<file path="src/rtl/clock_div_pkg.sv">
`timescale 1ns/1ps
`default_nettype none
// ============================================================================
// Module      : clock_div_pkg
// Description : Shared constants and helpers for the programmable clock
//               divider (mode encodings, default sizing, select width).
// Revision    : 1.0 - initial release
// ============================================================================
package clock_div_pkg;

  localparam logic MODE_SQUARE = 1'b0;
  localparam logic MODE_PULSE  = 1'b1;

  localparam int DEF_CNT_W = 26;
  localparam int DEF_DIV   = 50_000_000;

  // Width of the channel-select field; a single channel still needs one bit.
  function automatic int ch_width(input int n);
    return (n <= 1) ? 1 : $clog2(n);
  endfunction

endpackage : clock_div_pkg
`default_nettype wire

</file>
<file path="src/rtl/clock_divider_prog_if.sv">
`timescale 1ns/1ps
`default_nettype none
// ============================================================================
// Module      : clock_divider_prog_if
// Description : Control/output bundle of the programmable clock divider.
//               master = controlling logic, slave = divider.
// Revision    : 1.0 - initial release
// ============================================================================
interface clock_divider_prog_if
  import clock_div_pkg::*;
#(
  parameter int NUM_CH = 2,
  parameter int CNT_W  = DEF_CNT_W
);
  localparam int CH_W = ch_width(NUM_CH);

  logic              enable;
  logic              div_load;
  logic [CH_W-1:0]   ch_sel;
  logic [CNT_W-1:0]  div_value;
  logic [NUM_CH-1:0] mode;
  logic [NUM_CH-1:0] clock_out;
  logic [NUM_CH-1:0] tick;

  modport master (
    output enable, div_load, ch_sel, div_value, mode,
    input  clock_out, tick
  );

  modport slave (
    input  enable, div_load, ch_sel, div_value, mode,
    output clock_out, tick
  );

endinterface : clock_divider_prog_if
`default_nettype wire

</file>
<file path="src/rtl/clock_div_channel.sv">
`timescale 1ns/1ps
`default_nettype none
// ============================================================================
// Module      : clock_div_channel
// Description : One divider channel: half-period counter, programmable divide
//               register, registered tick and square/pulse clock output.
// Revision    : 1.0 - initial release
// ============================================================================
module clock_div_channel
  import clock_div_pkg::*;
#(
  parameter int CNT_W       = DEF_CNT_W,
  parameter int DEFAULT_DIV = DEF_DIV
) (
  input  wire logic             clk,
  input  wire logic             rst,
  input  wire logic             sync,
  input  wire logic             enable,
  input  wire logic             load,
  input  wire logic [CNT_W-1:0] load_value,
  input  wire logic             mode,
  output logic                  clock_out,
  output logic                  tick
);

  logic [CNT_W-1:0] cnt;
  logic [CNT_W-1:0] div;
  logic             terminal;

  // Counter never passes div-1, and div is never zero, so no wrap is possible.
  assign terminal = (cnt == (div - CNT_W'(1)));

  // Priority: reset > sync > load > counting; disabled channels freeze.
  always_ff @(posedge clk) begin
    if (rst) begin
      cnt       <= '0;
      div       <= CNT_W'(DEFAULT_DIV);
      clock_out <= 1'b0;
      tick      <= 1'b0;
    end else if (sync) begin
      cnt       <= '0;
      clock_out <= 1'b0;
      tick      <= 1'b0;
    end else if (load) begin
      div  <= (load_value == '0) ? CNT_W'(1) : load_value;
      cnt  <= '0;
      tick <= 1'b0;
    end else if (enable) begin
      if (terminal) begin
        cnt       <= '0;
        tick      <= 1'b1;
        clock_out <= (mode == MODE_PULSE) ? 1'b1 : ~clock_out;
      end else begin
        cnt       <= cnt + CNT_W'(1);
        tick      <= 1'b0;
        clock_out <= (mode == MODE_PULSE) ? 1'b0 : clock_out;
      end
    end else begin
      tick <= 1'b0;
    end
  end

endmodule : clock_div_channel
`default_nettype wire

</file>
<file path="src/rtl/clock_divider_prog.sv">
`timescale 1ns/1ps
`default_nettype none
// ============================================================================
// Module      : clock_divider_prog
// Description : Multi-channel run-time programmable clock divider. Decodes
//               the load select and fans out the optional phase-align strobe.
//               Optional feature macro: CLKDIV_SYNC_EN (adds sync_all input).
// Revision    : 1.0 - initial release
// ============================================================================
module clock_divider_prog
  import clock_div_pkg::*;
#(
  parameter int NUM_CH      = 2,
  parameter int CNT_W       = DEF_CNT_W,
  parameter int DEFAULT_DIV = DEF_DIV
) (
  input  wire logic            clock_in,
  input  wire logic            reset,
`ifdef CLKDIV_SYNC_EN
  input  wire logic            sync_all,
`endif
  clock_divider_prog_if.slave  bus
);

  logic sync_w;

`ifdef CLKDIV_SYNC_EN
  assign sync_w = sync_all;
`else
  assign sync_w = 1'b0;
`endif

  // An out-of-range ch_sel matches no channel, so the load is dropped.
  for (genvar c = 0; c < NUM_CH; c++) begin : g_ch
    logic load_ch;
    assign load_ch = bus.div_load && (int'(bus.ch_sel) == c);

    clock_div_channel #(
      .CNT_W       (CNT_W),
      .DEFAULT_DIV (DEFAULT_DIV)
    ) u_ch (
      .clk        (clock_in),
      .rst        (reset),
      .sync       (sync_w),
      .enable     (bus.enable),
      .load       (load_ch),
      .load_value (bus.div_value),
      .mode       (bus.mode[c]),
      .clock_out  (bus.clock_out[c]),
      .tick       (bus.tick[c])
    );
  end

endmodule : clock_divider_prog
`default_nettype wire

</file>
<file path="src/flat_wrapper.sv">
// flat-port wrapper written by rule: the top's interface ports become plain ports
module clock_divider_prog_flat import clock_div_pkg::*;
#(
  parameter int NUM_CH      = 2,
  parameter int CNT_W       = DEF_CNT_W,
  parameter int DEFAULT_DIV = DEF_DIV
)
  (clock_in, reset, bus_enable, bus_div_load, bus_ch_sel, bus_div_value, bus_mode, bus_clock_out, bus_tick);
  clock_divider_prog_if #(.NUM_CH(NUM_CH), .CNT_W(CNT_W)) bus_i ();
  input  wire logic clock_in;
  input  wire logic reset;
  input wire logic [$bits(bus_i.enable)-1:0] bus_enable;
  input wire logic [$bits(bus_i.div_load)-1:0] bus_div_load;
  input wire logic [$bits(bus_i.ch_sel)-1:0] bus_ch_sel;
  input wire logic [$bits(bus_i.div_value)-1:0] bus_div_value;
  input wire logic [$bits(bus_i.mode)-1:0] bus_mode;
  output wire logic [$bits(bus_i.clock_out)-1:0] bus_clock_out;
  output wire logic [$bits(bus_i.tick)-1:0] bus_tick;
  assign bus_i.enable = bus_enable;
  assign bus_i.div_load = bus_div_load;
  assign bus_i.ch_sel = bus_ch_sel;
  assign bus_i.div_value = bus_div_value;
  assign bus_i.mode = bus_mode;
  assign bus_clock_out = bus_i.clock_out;
  assign bus_tick = bus_i.tick;
  clock_divider_prog #(.NUM_CH(NUM_CH), .CNT_W(CNT_W), .DEFAULT_DIV(DEFAULT_DIV)) u_core (.clock_in(clock_in), .reset(reset), .bus(bus_i));
endmodule
</file>
<file path="config.mk">
export PLATFORM = sky130hd
export DESIGN_NAME = clock_divider_prog_flat
export DESIGN_NICKNAME = d
export VERILOG_FILES = /design/src/rtl/clock_div_pkg.sv /design/src/rtl/clock_divider_prog_if.sv /design/src/rtl/clock_div_channel.sv /design/src/rtl/clock_divider_prog.sv /design/src/flat_wrapper.sv
export SDC_FILE = /design/constraint.sdc
export NUM_CORES = 1
export LEC_CHECK = 0
export ABC_AREA = 1
export CAP_MARGIN = 15
export CORE_ASPECT_RATIO = 0.75
export CORE_MARGIN = 2
export CORE_UTILIZATION = 37
export CTS_BUF_LIST = sky130_fd_sc_hd__clkbuf_4 sky130_fd_sc_hd__clkbuf_8
export CTS_CLUSTER_DIAMETER = 150
export DETAILED_ROUTE_END_ITERATION = 8
export PLACE_DENSITY = 0.6
export SLEW_MARGIN = 40
export SYNTH_ARGS = -nofsm -noshare
export SYNTH_HDL_FRONTEND = slang
export SYNTH_SLANG_ARGS = --single-unit
</file>
<file path="constraint.sdc">
create_clock -name clock_in -period 2.55 [get_ports clock_in]
set_clock_uncertainty 0.1 [all_clocks]
set_input_delay 0.51 -clock clock_in [delete_from_list [all_inputs] [get_ports clock_in]]
set_output_delay 0.51 -clock clock_in [all_outputs]
set_load 0.02 [all_outputs]
</file>
==> results.sh <==
export IMPL_layout_drive_gt1_share_pct=13.2
export IMPL_final_area_um2=9020
export IMPL_regArea_um2=2170
export IMPL_maxCapViolCount=0
export IMPL_grtUsageTotal_pct=21.9
export IMPL_die_area_um2=21000
export IMPL_die_h_um=126
export IMPL_hp_start="u_core.g_ch[0].u_ch.div[1]"
export IMPL_finalHoldViolCount=0
export IMPL_p_seq_share_pct=48.9
export IMPL_worst_hold_slack_ns=0.426
export IMPL_grt_max_degree=24
export IMPL_core_um2=19400
export IMPL_ir_worst_vdd_mv=0.192
export IMPL_antenna_found_initial=0
export IMPL_grt_first_pass_wirelength_um=36500
export IMPL_drtAntennaViolNets=0
export IMPL_dpl_hpwl_um=18300
export IMPL_clk_path_buf_depth=2
export IMPL_hp_class="flop to flop"
export IMPL_arrival_ns=2.66
export IMPL_viasPerCell=5.01
export IMPL_drc=0
export IMPL_start_util_pct=37.9
export IMPL_syn_nets=1233
export IMPL_cp_required_ns=2.75
export IMPL_final_max_slew_viol_count=0
export IMPL_seq_area_frac_synth_pct=29.5
export IMPL_finalCriticalPeriod_ns=2.46
export IMPL_cp_end_kind="flop"
export IMPL_nets=1333
export IMPL_cts_tree="done"
export IMPL_tightest_slew_ns=0.496
export IMPL_crit_type="flop to flop"
export IMPL_areaGrowthSynthToFinish_pct=22.9
export IMPL_vias=7786
export IMPL_start_kind="flop"
export IMPL_worstPathMaxFanout=7
export IMPL_synth_area_per_cell_um2=6.13
export IMPL_ys_ff_latch=108
export IMPL_numCtsBuffers=9
export IMPL_p_switching_mw=1.16
export IMPL_fmax_mhz=407
export IMPL_p_int_mw=2.52
export IMPL_clock_latency_ns=0.41
export IMPL_r2r_start="u_core.g_ch[0].u_ch.div[0]"
export IMPL_dr_first_iter_drc_count=737
export IMPL_dp_worst_setup_slack_ns=-0.145
export IMPL_drtPass1Iterations=7
export IMPL_power_density_nw_per_um2=408
export IMPL_clock_sinks=108
export IMPL_io_pins=37
export IMPL_wl_per_cell_um=15.0
export IMPL_grt_pass1_vias=6784
export IMPL_fillers=2040
export IMPL_grt_remaining_overflow=0
export IMPL_synth_distinct_cells=39
export IMPL_path_clk_slew_ns=0.11
export IMPL_fp_dieW_um=167
export IMPL_synth_cells=1196
export IMPL_path_cells="inv_2 > ha_4 > nand2_8 > nor2_8 > buf_12 > nand2_4 > nor2_4 > nand2_1 > nand2_1 > nand2_1 > nor2_2 > nand2_2 > nor2_4 > nand2_2 > o21ai_4 > buf_12 > clkbuf_16 > nor2_1"
export IMPL_yosys_warnings=0
export IMPL_dpl_cell_area_um2=8410
export IMPL_startpoint="u_core.g_ch[0].u_ch.div[0]"
export IMPL_outcome="finished, final reports clean"
export IMPL_crit_slowest_cell="dfxtp_2"
export IMPL_cts_root_buf="clkbuf_8"
export IMPL_slew_headroom_pct=66.9
export IMPL_multi_input_area_um2=4680
export IMPL_power_mw=3.67
export IMPL_num_rows=44
export IMPL_gp_congestion=0.918
export IMPL_cpMostUsedCell="nand2_1"
export IMPL_fin_crit_sh_pct=96.5
export IMPL_port_buffers=36
export IMPL_slowest_delay_ns=0.34
export IMPL_synth_cell_area_um2=7340
export IMPL_finalSetupViolations=0
export IMPL_pwr_share_comb_pct=21.1
export IMPL_n_antenna_cell=0
export IMPL_p_leak_nw=3.89
export IMPL_wl_um=23300
export IMPL_htree_levels=3
export IMPL_pwr_share_clk_pct=30.0
export IMPL_netSwitchingFraction_pct=31.5
export IMPL_final_util_pct=46.5
export IMPL_fin_ws_ns=0.0901
sequential cells by signal, indices dropped and copies added (netlist names):
register / cells
u_core.g_ch.u_ch.tick: 2
u_core.g_ch.u_ch.clock_out: 2
u_core.g_ch.u_ch.div: 52
u_core.g_ch.u_ch.cnt: 52
critical path: cells and delay by family (launching register included):
family | cells | cell delay, ns
and+or+nand+nor | 12 | 1.10
buffers and inverters | 4 | 0.50
DFF | 1 | 0.34
adders and majority gates | 1 | 0.17
AOI/OAI and AO/OA | 1 | 0.15
cell usage after synthesis (all sizes together):
library cell  instances  share of area [%]
o22ai                25                2.1
xnor2                26                3.1
clkbuf               11               0.56
nor4                 10               0.94
xor2                 53                6.3
buf                   9               0.90
dfxtp               108                 29
ha                    4               0.68
a221oi                1               0.12
nor2                249                 14
xnor3                 1               0.31
a21oi                19                1.3
and2                  1              0.085
nand3b               12                1.2
and3                  1              0.085
a22oi                14                1.4
nand3                74                5.2
nand4                29                2.5
or2                   1              0.085
nor3b                 2               0.20
nand2               323                 17
inv                 171                8.7
clkinv                1              0.051
o21bai                5               0.51
o21ai                30                2.2
nor3                 16                1.2
cell type report:
type / instances / area share [%]
multi-input combinational: 896 / 51.9
sequential: 108 / 24.0
tap: 253 / 3.51
clock inverter: 1 / 0.0555
timing repair buffer: 109 / 11.3
inverter: 172 / 7.16
clock buffer: 14 / 2.07
path summary, 6_finish.rpt:
kind                                 endpoint  slack [ns]  cells after the start
setup / recovery  u_core.g_ch[0].u_ch.cnt[24]        0.09                     18
hold / removal     u_core.g_ch[0].u_ch.div[1]        0.43                      2
setup reg to reg  u_core.g_ch[0].u_ch.cnt[24]        0.09                     18
hold reg to reg    u_core.g_ch[0].u_ch.div[1]        0.43                      2
power groups by stage:
| stage | registers, mW | clock network (mW) | logic (mW) |
|---|---|---|---|
| after global placement | 1.83 | 0 | 0.662 |
| after detailed placement | 1.83 | 0 | 0.667 |
| final | 1.80 | 1.10 | 0.775 |
| after floorplan | 1.81 | 0 | 0.407 |
| after CTS | 1.79 | 1.12 | 0.672 |
| after global routing | 1.80 | 1.19 | 0.850 |
placed cells by master (no fill, tap or decap), types with 12 or more instances in the layout:
master and n:
nand2_1 306, nand3b_1 12, nor2_2 24, xnor2_1 26, a22oi_1 14, buf_4 63, nor3_1 15, nand2_2 12
inv_1 168, xor2_1 53, clkdlybuf4s50_1 36, nand3_1 69, o22ai_1 25, o21ai_0 25, clkbuf_8 13, a21oi_1 18
dfxtp_1 103, nor2_1 206, nand4_1 29, nor2_4 18
metrics by stage:
stage	TNS [ns]	std cells
after floorplan	0	1196
after global placement	-0.909	1526
after detailed placement	-1.44	1526
after CTS	0	1541
after global routing	-0.253	1553
final	0	1553
metal layers:
layer	routed length, um	share of wire (%)	track usage, %
met4	170	0.73	3.75
met2	8550	37	27.9
met1	12600	54	36.7
met5	0	0	0
met3	1940	8.3	4.40
cells by family (layout without fill, tap and decap cells):
kind of cell / Yosys count / after routing / synth area share (%)
and+or+nand+nor: 718 / 718 / 42.2
buffers and inverters: 192 / 296 / 10.3
DFF: 108 / 108 / 29.5
AOI/OAI and AO/OA: 94 / 94 / 7.69
xor gates and xnor gates: 80 / 80 / 9.74
adders and majority gates: 4 / 4 / 0.682
timing repair:
action / 4_1_cts / 5_1_grt
gates cloned: 0 / 3
setup buffers: 0 / 9
endpoints found under the hold margin: 0 / 0
hold buffers: 0 / 0
setup endpoints to repair: 19 / 56
pin swaps: 0 / 6
resized for setup: 2 / 78
No activity file was read; power rests on OpenSTA's default activity.
